**src/rtl/tff_div_pkg.sv**
```systemverilog
// tff_div_pkg: shared types and defaults for the toggle divider
package tff_div_pkg;
    typedef enum logic [1:0] {IDLE, RUN, PEND} state_t;
    localparam int W_DEF = 8;
    localparam int DIV_RST_DEF = 0;
endpackage

```
**src/rtl/tff_sync_cell.sv**
```systemverilog
// tff_sync_cell: 1-bit T flip-flop with synchronous clear (CD) over preset (SD)
module tff_sync_cell (
    input  logic CP,
    input  logic CD,
    input  logic SD,
    input  logic T,
    output logic Q,
    output logic QN
);
    always_ff @(posedge CP)
        if (CD) Q <= 1'b0;
        else if (SD) Q <= 1'b1;
        else if (T) Q <= ~Q;
    assign QN = ~Q;
endmodule

```
**src/rtl/tff_toggle_divider.sv**
```systemverilog
// tff_toggle_divider: programmable divider toggling a TFF once per DIV+1 enabled cycles
module tff_toggle_divider
    import tff_div_pkg::*;
#(
    parameter int W = W_DEF,
    parameter int DIV_RST = DIV_RST_DEF
) (
    input  logic         CP,
    input  logic         CD,
    input  logic         EN,
    input  logic         SD,
    input  logic         LOAD_VALID,
    output logic         LOAD_READY,
    input  logic [W-1:0] DIV,
    output logic         TGL,
    output logic         Q,
    output logic         QN,
    output logic [W-1:0] CNT
);
    state_t state, state_n;
    logic [W-1:0] cnt, div_r, pend;
    logic term, accept;
    assign term = (state != IDLE) && EN && (cnt == div_r);
    assign accept = LOAD_VALID && LOAD_READY;
    always_ff @(posedge CP)
        if (CD) state <= IDLE;
        else if (!SD) state <= state_n;
    always_comb begin
        state_n = state;
        if (!EN) state_n = IDLE;
        else if (state == IDLE) state_n = RUN;
        else if (state == RUN && accept) state_n = PEND;
        else if (state == PEND && term) state_n = RUN;
    end
    always_comb LOAD_READY = (state != PEND);
    // A new divisor taking effect off a terminal edge always restarts the count at 0
    always_ff @(posedge CP)
        if (CD) begin
            cnt <= '0;
            div_r <= W'(DIV_RST);
            pend <= '0;
            TGL <= 1'b0;
        end else if (SD) begin
            cnt <= '0;
            TGL <= 1'b0;
        end else begin
            TGL <= term;
            if (state == IDLE || !EN) begin
                if (state == PEND) begin
                    div_r <= pend;
                    cnt <= '0;
                end else if (accept) begin
                    div_r <= DIV;
                    cnt <= '0;
                end
            end else begin
                cnt <= term ? '0 : cnt + 1'b1;
                if (state == RUN && accept) pend <= DIV;
                if (state == PEND && term) div_r <= pend;
            end
        end
    tff_sync_cell u_cell (
        .CP(CP),
        .CD(CD),
        .SD(SD),
        .T (term),
        .Q (Q),
        .QN(QN)
    );
    assign CNT = cnt;
endmodule

```
**config.mk**
```make
export PLATFORM = sky130hd
export DESIGN_NAME = tff_toggle_divider
export DESIGN_NICKNAME = d
export VERILOG_FILES = /design/src/rtl/tff_div_pkg.sv /design/src/rtl/tff_sync_cell.sv /design/src/rtl/tff_toggle_divider.sv
export SDC_FILE = /design/constraint.sdc
export NUM_CORES = 1
export LEC_CHECK = 0
export ABC_AREA = 1
export CAP_MARGIN = 20
export CELL_PAD_IN_SITES_DETAIL_PLACEMENT = 0
export CELL_PAD_IN_SITES_GLOBAL_PLACEMENT = 1
export CORE_ASPECT_RATIO = 1.5
export CORE_MARGIN = 3
export CORE_UTILIZATION = 39
export CTS_CLUSTER_DIAMETER = 150
export DETAILED_ROUTE_END_ITERATION = 10
export GPL_TIMING_DRIVEN = 0
export PLACE_DENSITY = 0.91
export SYNTH_ARGS = -nofsm -noshare
export SYNTH_HDL_FRONTEND = slang
export SYNTH_SLANG_ARGS = --single-unit
```
**constraint.sdc**
```tcl
create_clock -name CP -period 3.45 [get_ports CP]
set_clock_uncertainty 0.1 [all_clocks]
set_input_delay 1.035 -clock CP [delete_from_list [all_inputs] [get_ports CP]]
set_output_delay 1.035 -clock CP [all_outputs]
set_load 0.005 [all_outputs]
```
==> results.md, run 1 <==
* Fillers at 400
* Post-synthesis adder-cell area fraction at 0.816%
* Top delay family on crit path: buffers and inverters
* Vias/cell at 4.80
* Slowest stage cell on the critical path: clkdlybuf4s50_1
* Yosys warnings at 0
* Final setup TNS at 0 ps
* Crit path arrival time at 2600 ps
* Gr ovfl total at 0
* Crit. End Element: flop
* Cells along the critical path: clkdlybuf4s50_1, o21ai_2, clkinv_1, nand3_2, nand2_2, nand3_4, buf_6, nand2_2, nand2_1, nor2_1
* Metal2 WL at 1760 um
* Iteration-0 DRC Markers at 48
* TritonCTS clock tree: built
* Gpl congestion at 0.858
* Seq/Total Area, Yosys at 36.6%
* Avg WL per Cell at 10.9 um
* Synthesized net count at 249
* Hold crit path type: flop to flop
* Nets at 278
* Post-CTS Hold Fix Bufs at 0
* Largest fanout on the critical path at 10
* # clock sinks at 28
* First-pass GRT wire length at 5710 um
* Complex-gate fraction of the synthesized area at 13.2%
* WL met3 at 83 um
* Mux contribution to synthesized area at 1.47%
* Post-CTS Setup Inserts at 0
* Die H at 82.8 um
* Cell area after synthesis at 0.00153 mm2
* Standard-cell rows at 27
* Cell variety after synth at 31
* Total detailed-routing wirelength at 3340 um
* Area post-placement at 0.00183 mm2
* Leakage power at 0.820 nW
* Max incr delay on CP at 450 ps
* Max VDD drop at 0.000298 V
* CTS Buf Count at 3
* Pins Over Slew Limit at 0
* Clk_lat worst skew at 280 ps
* Fmax at 396 MHz
* Slew HR at 74.5%
* Port buffer count at 24
* WP data required at 3530 ps
* Crit Path Class: input port to flop
* Mapped Cells at 235
* Mean Syn Cell Area at 6.52 um2
* Status: complete, no violations
* Top cell by count, worst path: nand2_2
* Initial core utilization at 41.2%
* H-tree Lvls at 1
* Via count at 1,469
* Final setup fails at 0
* Post-cts repair resize count at 0
* Worst-path clk slew at 90 ps
* Layout area overhead at 23.8%
* DR top layer: met4
* Final hold viol count at 0
* Buf+Inv Stages, Crit Path at 3
* RSZ-0062 raised after global routing: false
* Layout cells sized above 1 at 12.2%
* Ports at 25
* Fin area at 0.00190 mm2
* Die width at 57.2 um
* Final period util at 73.2%
* Crit path time final at 2530 ps
* MaxCap Viol Count at 0
* Vias in the first global route at 1,342
* Worst slew pin tran at 381 ps
* Synth Area in Simple Gates at 36.2%
* DRT met1 WL at 1430 um
* Core area at 0.00372 mm2
* DRC errors left at 0
* Main combinational cell family by area after synthesis: simple AND/OR/NAND/NOR gates
* XOR/XNOR share of the synthesized area at 1.14%
* Die area at 0.00473 mm2
* Pwr/cell area at 383 mW/mm2
* ANT nets after route at 0
* Largest net degree at the start of global routing at 17
* Root Driver: clkbuf_8
* Area leader, netlist: dfxtp_1
* Diodes inserted at 0
* Initial antenna violation count at 0
* Gr usage total at 15.1%
* Clock Path Buffers at 2
* Synth area leaders: dfxtp_1, nand2_1, nor2_1
* Post-DP HPWL at 2670 um
* Post-synth top area share at 36.6%
* Synth Register Bits at 28
* Crit path launch type: input port
* DR pass1 iterations at 4
[stage by stage]
step	cells	setup slack, ps	util (%)	hold slack, ps	power [W]
6_report	306	923	51.1	420	0.000726
2_1_floorplan	235	1380	-	370	0.000433
3_5_place_dp	302	636	49.2	399	0.000473
4_1_cts	306	914	51.1	414	0.000734
5_1_grt	306	713	51.1	450	0.000762
3_3_place_gp	302	621	49.2	391	0.000472
[cells in the mapped netlist]
library cell,count
and2_1,1
nor2_1,30
clkbuf_1,1
a21oi_1,15
inv_2,9
buf_2,1
a211oi_1,1
nand3_1,9
nand2_1,62
mux2_2,2
o21ai_2,1
buf_6,1
nand3b_1,1
clkinv_1,1
ha_1,1
and3_1,1
inv_1,26
nand4_1,2
nor3_1,3
xor2_1,2
dfxtp_1,28
or3_1,1
nor2_2,3
nor3_2,1
nand3_4,1
o22ai_1,1
o21ai_0,21
clkbuf_4,1
nor2_4,2
nand3_2,1
nand2_2,5
[final cells by class]
type                            count  area (um2)  area share, %
Sequential cell                    28         561           29.5
Inverter                           36         135           7.12
Clock inverter                      1        30.0           1.58
Clock buffer                        3        41.3           2.18
Buffer                              4        27.5           1.45
Tap cell                           43        53.8           2.83
Timing Repair Buffer               24         240           12.7
Multi-Input combinational cell    167         810           42.6
[worst register-to-register path: stages, from the launching register on]
cell	delay [ps]
dfxtp_1	490
inv_2	40
nand2_1	80
nand2_1	60
nor2_2	120
nand2_1	80
nor2_2	120
nand3_2	90
nand2_2	80
nand3_4	120
buf_6	170
nand2_2	60
nand2_1	50
nor2_1	80
[cell families after synthesis]
family / after synthesis
AOI/OAI and AO/OA: 39
xor gates and xnor gates: 2
adders and majority gates: 1
buffers and inverters: 40
DFF: 28
muxes: 2
and+or+nand+nor: 123
[path summary, 6_finish.rpt]
path	start	end	slack, ps	cells past startpoint
max	EN	div_r[6]	920	10
min	pend[7]	pend[7]	420	2
max reg2reg	CNT[2]	div_r[6]	1630	13
min reg2reg	pend[7]	pend[7]	420	2
[layer usage]
metal,track usage [%],vias to the layer above
met5,0,-
met4,5.57,0
met3,1.86,6
met2,29.9,21
met1,16.2,649
li1,-,793
[where the power goes]
group          internal, W  switching [W]
sequential        0.000336     0.00000729
clock             0.000155       0.000106
combinational    0.0000524      0.0000692
total             0.000544       0.000183
[state kept, by name, indices dropped and copies added (netlist names)]
register and flops:
u_cell.Q 1, CNT 8, div_r 8, pend 8, TGL 1, state 2
[cell usage in the layout (no fill, tap or decap), types with 2 or more instances in the layout]
cell type and instances:
nor2_1 30, nor2_4 2, nand2_2 5, nor3_1 3
o21ai_0 21, nand2_1 62, nor2_2 3, dfxtp_1 28
clkdlybuf4s50_1 24, nand3_1 9, a21oi_1 15, inv_2 9
inv_1 26, xor2_1 2, nand4_1 2, clkbuf_8 3
mux2_2 2
Note: power is estimated with default switching activity, not from simulation.
==> run 2: changes to the inputs <==
--- a/config.mk
+++ b/config.mk
@@ -11,11 +11,11 @@
 export CELL_PAD_IN_SITES_GLOBAL_PLACEMENT = 1
 export CORE_ASPECT_RATIO = 1.5
 export CORE_MARGIN = 3
-export CORE_UTILIZATION = 39
+export CORE_UTILIZATION = 37
 export CTS_CLUSTER_DIAMETER = 150
 export DETAILED_ROUTE_END_ITERATION = 10
 export GPL_TIMING_DRIVEN = 0
-export PLACE_DENSITY = 0.91
+export PLACE_DENSITY = 0.87
 export SYNTH_ARGS = -nofsm -noshare
 export SYNTH_HDL_FRONTEND = slang
 export SYNTH_SLANG_ARGS = --single-unit
==> constraint.sdc (replaced) <==
create_clock -name CP -period 2.34 [get_ports CP]
set_clock_uncertainty 0.1 [all_clocks]
set_input_delay 0.702 -clock CP [delete_from_list [all_inputs] [get_ports CP]]
set_output_delay 0.702 -clock CP [all_outputs]
set_load 0.005 [all_outputs]
==> run 2 against run 1 <==
Net effect: sequential cell count is the same; register-to-register slack lost 1100 ps; via count shrank 1.4%; sequential power grew 48%; combinational power grew 47%; non-clock buffer count is the same; critical endpoint is now LOAD_READY; largest power group unchanged.
==> results.md, run 2 (synthesis results as in run 1) <==
* Leading cell type in the layout, fill and taps excluded: nand2_1 (unchanged)
* Top delay family on crit path: buffers and inverters (unchanged)
* Slew HR at 77.5% (was 74.5%)
* Largest fanout on the critical path at 4 (was 10)
* Vias in the first global route at 1,378 (was 1,342)
* Final hold viol count at 0 (unchanged)
* Hold Worst Slack at 416 ps (was 420 ps)
* Cells along the critical path: inv_1, nor2_2, inv_1, clkdlybuf4s50_1 (was clkdlybuf4s50_1, o21ai_2, clkinv_1, nand3_2, nand2_2, nand3_4, buf_6, nand2_2, nand2_1, nor2_1)
* Standard-cell rows at 28 (was 27)
* Initial core utilization at 38.7% (was 41.2%)
* Hold crit path type: flop to flop (unchanged)
* Iteration-0 DRC Markers at 28 (was 48)
* Top cell by count, worst path: inv_1 (was nand2_2)
* Worst hold endpoint: CNT[6] (was pend[7])
* Port buffer count at 24 (unchanged)
* Die width at 58.6 um (was 57.2 um)
* Avg WL per Cell at 10.9 um (about the same)
* Crit Path Class: flop to output port (was input port to flop)
* TritonCTS clock tree: built (unchanged)
* Crit path arrival time at 1390 ps (was 2600 ps)
* Gr ovfl total at 0 (unchanged)
* Leakage power at 0.823 nW (was 0.820 nW)
* Total detailed-routing wirelength at 3350 um (was 3340 um)
* Final setup fails at 0 (unchanged)
* Max incr delay on CP at 450 ps (about the same)
* Worst reg-to-reg setup slack at 510 ps (was 1630 ps)
* Post-DP HPWL at 2730 um (was 2670 um)
* Pwr/cell area at 564 mW/mm2 (was 383 mW/mm2)
* Gr usage total at 15.4% (was 15.1%)
* Worst slew pin tran at 336 ps (was 381 ps)
* Die area at 0.00497 mm2 (was 0.00473 mm2)
* Initial antenna violation count at 0 (unchanged)
* RSZ-0062 raised after global routing: false (unchanged)
* H-tree Lvls at 1 (unchanged)
* First-pass GRT wire length at 6050 um (was 5710 um)
* WP data required at 1540 ps (was 3530 ps)
* Vias/cell at 4.70 (was 4.80)
* Clock Path Buffers at 2 (unchanged)
* Nets at 278 (unchanged)
* Hold path depth at 2 (unchanged)
* Max VDD drop at 0.000377 V (was 0.000298 V)
* Root Driver: clkbuf_8 (unchanged)
* Reg2Reg Launch Point: CNT[2] (unchanged)
* Most frequent cells in the layout: nand2_1, nor2_1, dfxtp_1, inv_1, clkdlybuf4s50_1 (unchanged)
* Diodes inserted at 0 (unchanged)
* Final period util at 93.5%
* Slowest stage cell on the critical path: clkdlybuf4s50_1 (unchanged)
* Post-CTS Setup Inserts at 0 (unchanged)
* Crit. End Element: output port (was flop)
* # clock sinks at 28 (unchanged)
* Fin worst setup slack at 152 ps (was 923 ps)
* Die H at 84.8 um (was 82.8 um)
* Crit path launch type: flop (was input port)
* DRC errors left at 0 (unchanged)
* Largest net degree at the start of global routing at 17 (unchanged)
* CTS Buf Count at 3 (unchanged)
* R2R depth at 12 (was 13)
* Crit path time final at 2190 ps
* Fmax at 457 MHz
* DR pass1 iterations at 4 (unchanged)
* Ports at 25 (unchanged)
* Fillers at 427 (was 400)
* Core area at 0.00396 mm2 (was 0.00372 mm2)
* Worst-path clk slew at 100 ps (was 90 ps)
* Reg2reg end: div_r[7] (was div_r[6])
* Gpl congestion at 0.875 (was 0.858)
* Status: complete, no violations (unchanged)
* Crit. Startpoint: state[1] (was EN)
* Hold Startpoint: CNT[6] (was pend[7])
* MaxCap Viol Count at 0 (unchanged)
* Clk_lat worst skew at 280 ps (about the same)
* Layout cells sized above 1 at 12.2% (unchanged)
* Buf+Inv Stages, Crit Path at 3 (unchanged)
* Pins Over Slew Limit at 0 (unchanged)
* Worst Setup Slack post-DPL at -152 ps (was 636 ps)
* Via count at 1,448 (was 1,469)
* ANT nets after route at 0 (unchanged)
* Layout area overhead at 24.4% (was 23.8%)
==> run 2: changes by cell type in the layout (fill, tap and decap cells not counted) <==
cell,before,now
nor3_2,1,0
nor3_4,0,1
==> run 2: worst max path at each step <==
stage | end | slack, ps | cells after the start
2_1_floorplan | div_r[6] | 610 | 9
3_3_place_gp | pend[5] | -160 | 8
3_5_place_dp | pend[5] | -150 | 8
4_1_cts | LOAD_READY | 130 | 4
5_1_grt | pend[5] | 20 | 8
6_report | LOAD_READY | 150 | 4
==> run 2: stage by stage <==
step	area [um2]	instances	power (W)	util, %	TNS, ps
global route	1910	308	0.00114	48.2	0
floorplan	1530	235	0.000638	-	0
CTS	1900	308	0.00109	48.0	0
detailed placement	1830	304	0.000697	46.2	-1860
global placement	1830	304	0.000696	46.2	-1860
finish	1910	308	0.00107	48.2	0
==> run 2: layer usage <==
metal / track usage, % / vias up / routed length (um)
met2: 29.2 / 18 / 1820
met3: 1.83 / 5 / 64
met5: 0 / - / 0
met1: 17.0 / 626 / 1410
met4: 5.06 / 0 / 51
li1: - / 799 / -
==> run 2: repair_timing <==
action / 4_1_cts / 5_1_grt
hold buffers: 0 / 0
gates resized for setup: 0 / 1
setup endpoints to repair: 0 / 1
==> run 2: power breakdown <==
group | switching (W) | total, W | internal (W)
sequential | 0.0000105 | 0.000506 | 0.000495
combinational | 0.000102 | 0.000179 | 0.0000773
clock | 0.000160 | 0.000390 | 0.000229
total | 0.000273 | 0.00107 | 0.000802
==> run 2: worst reg2reg max path, delay by kind of cell, from the launching register on <==
family,cells,cell delay (ps)
AND/OR/NAND/NOR,10,930
buffers and inverters,2,220
flip-flops,1,490
==> run 2: cell type report <==
type	count	area, um2	area share (%)
clock buffer	3	41.3	2.17
clock inverter	1	30.0	1.57
sequential	28	561	29.4
tap	45	56.3	2.95
multi-input combinational	167	816	42.8
timing repair buffer	24	240	12.6
buffer	4	27.5	1.44
inverter	36	135	7.09
==> run 3: changes to the inputs <==
--- a/config.mk
+++ b/config.mk
@@ -12,7 +12,7 @@
 export CORE_ASPECT_RATIO = 1.5
 export CORE_MARGIN = 3
 export CORE_UTILIZATION = 37
-export CTS_CLUSTER_DIAMETER = 150
+export CTS_CLUSTER_DIAMETER = 100
 export DETAILED_ROUTE_END_ITERATION = 10
 export GPL_TIMING_DRIVEN = 0
 export PLACE_DENSITY = 0.87
==> results of run 3 <==
No change in the layout: final DEF, timing and power equal those of run 2.
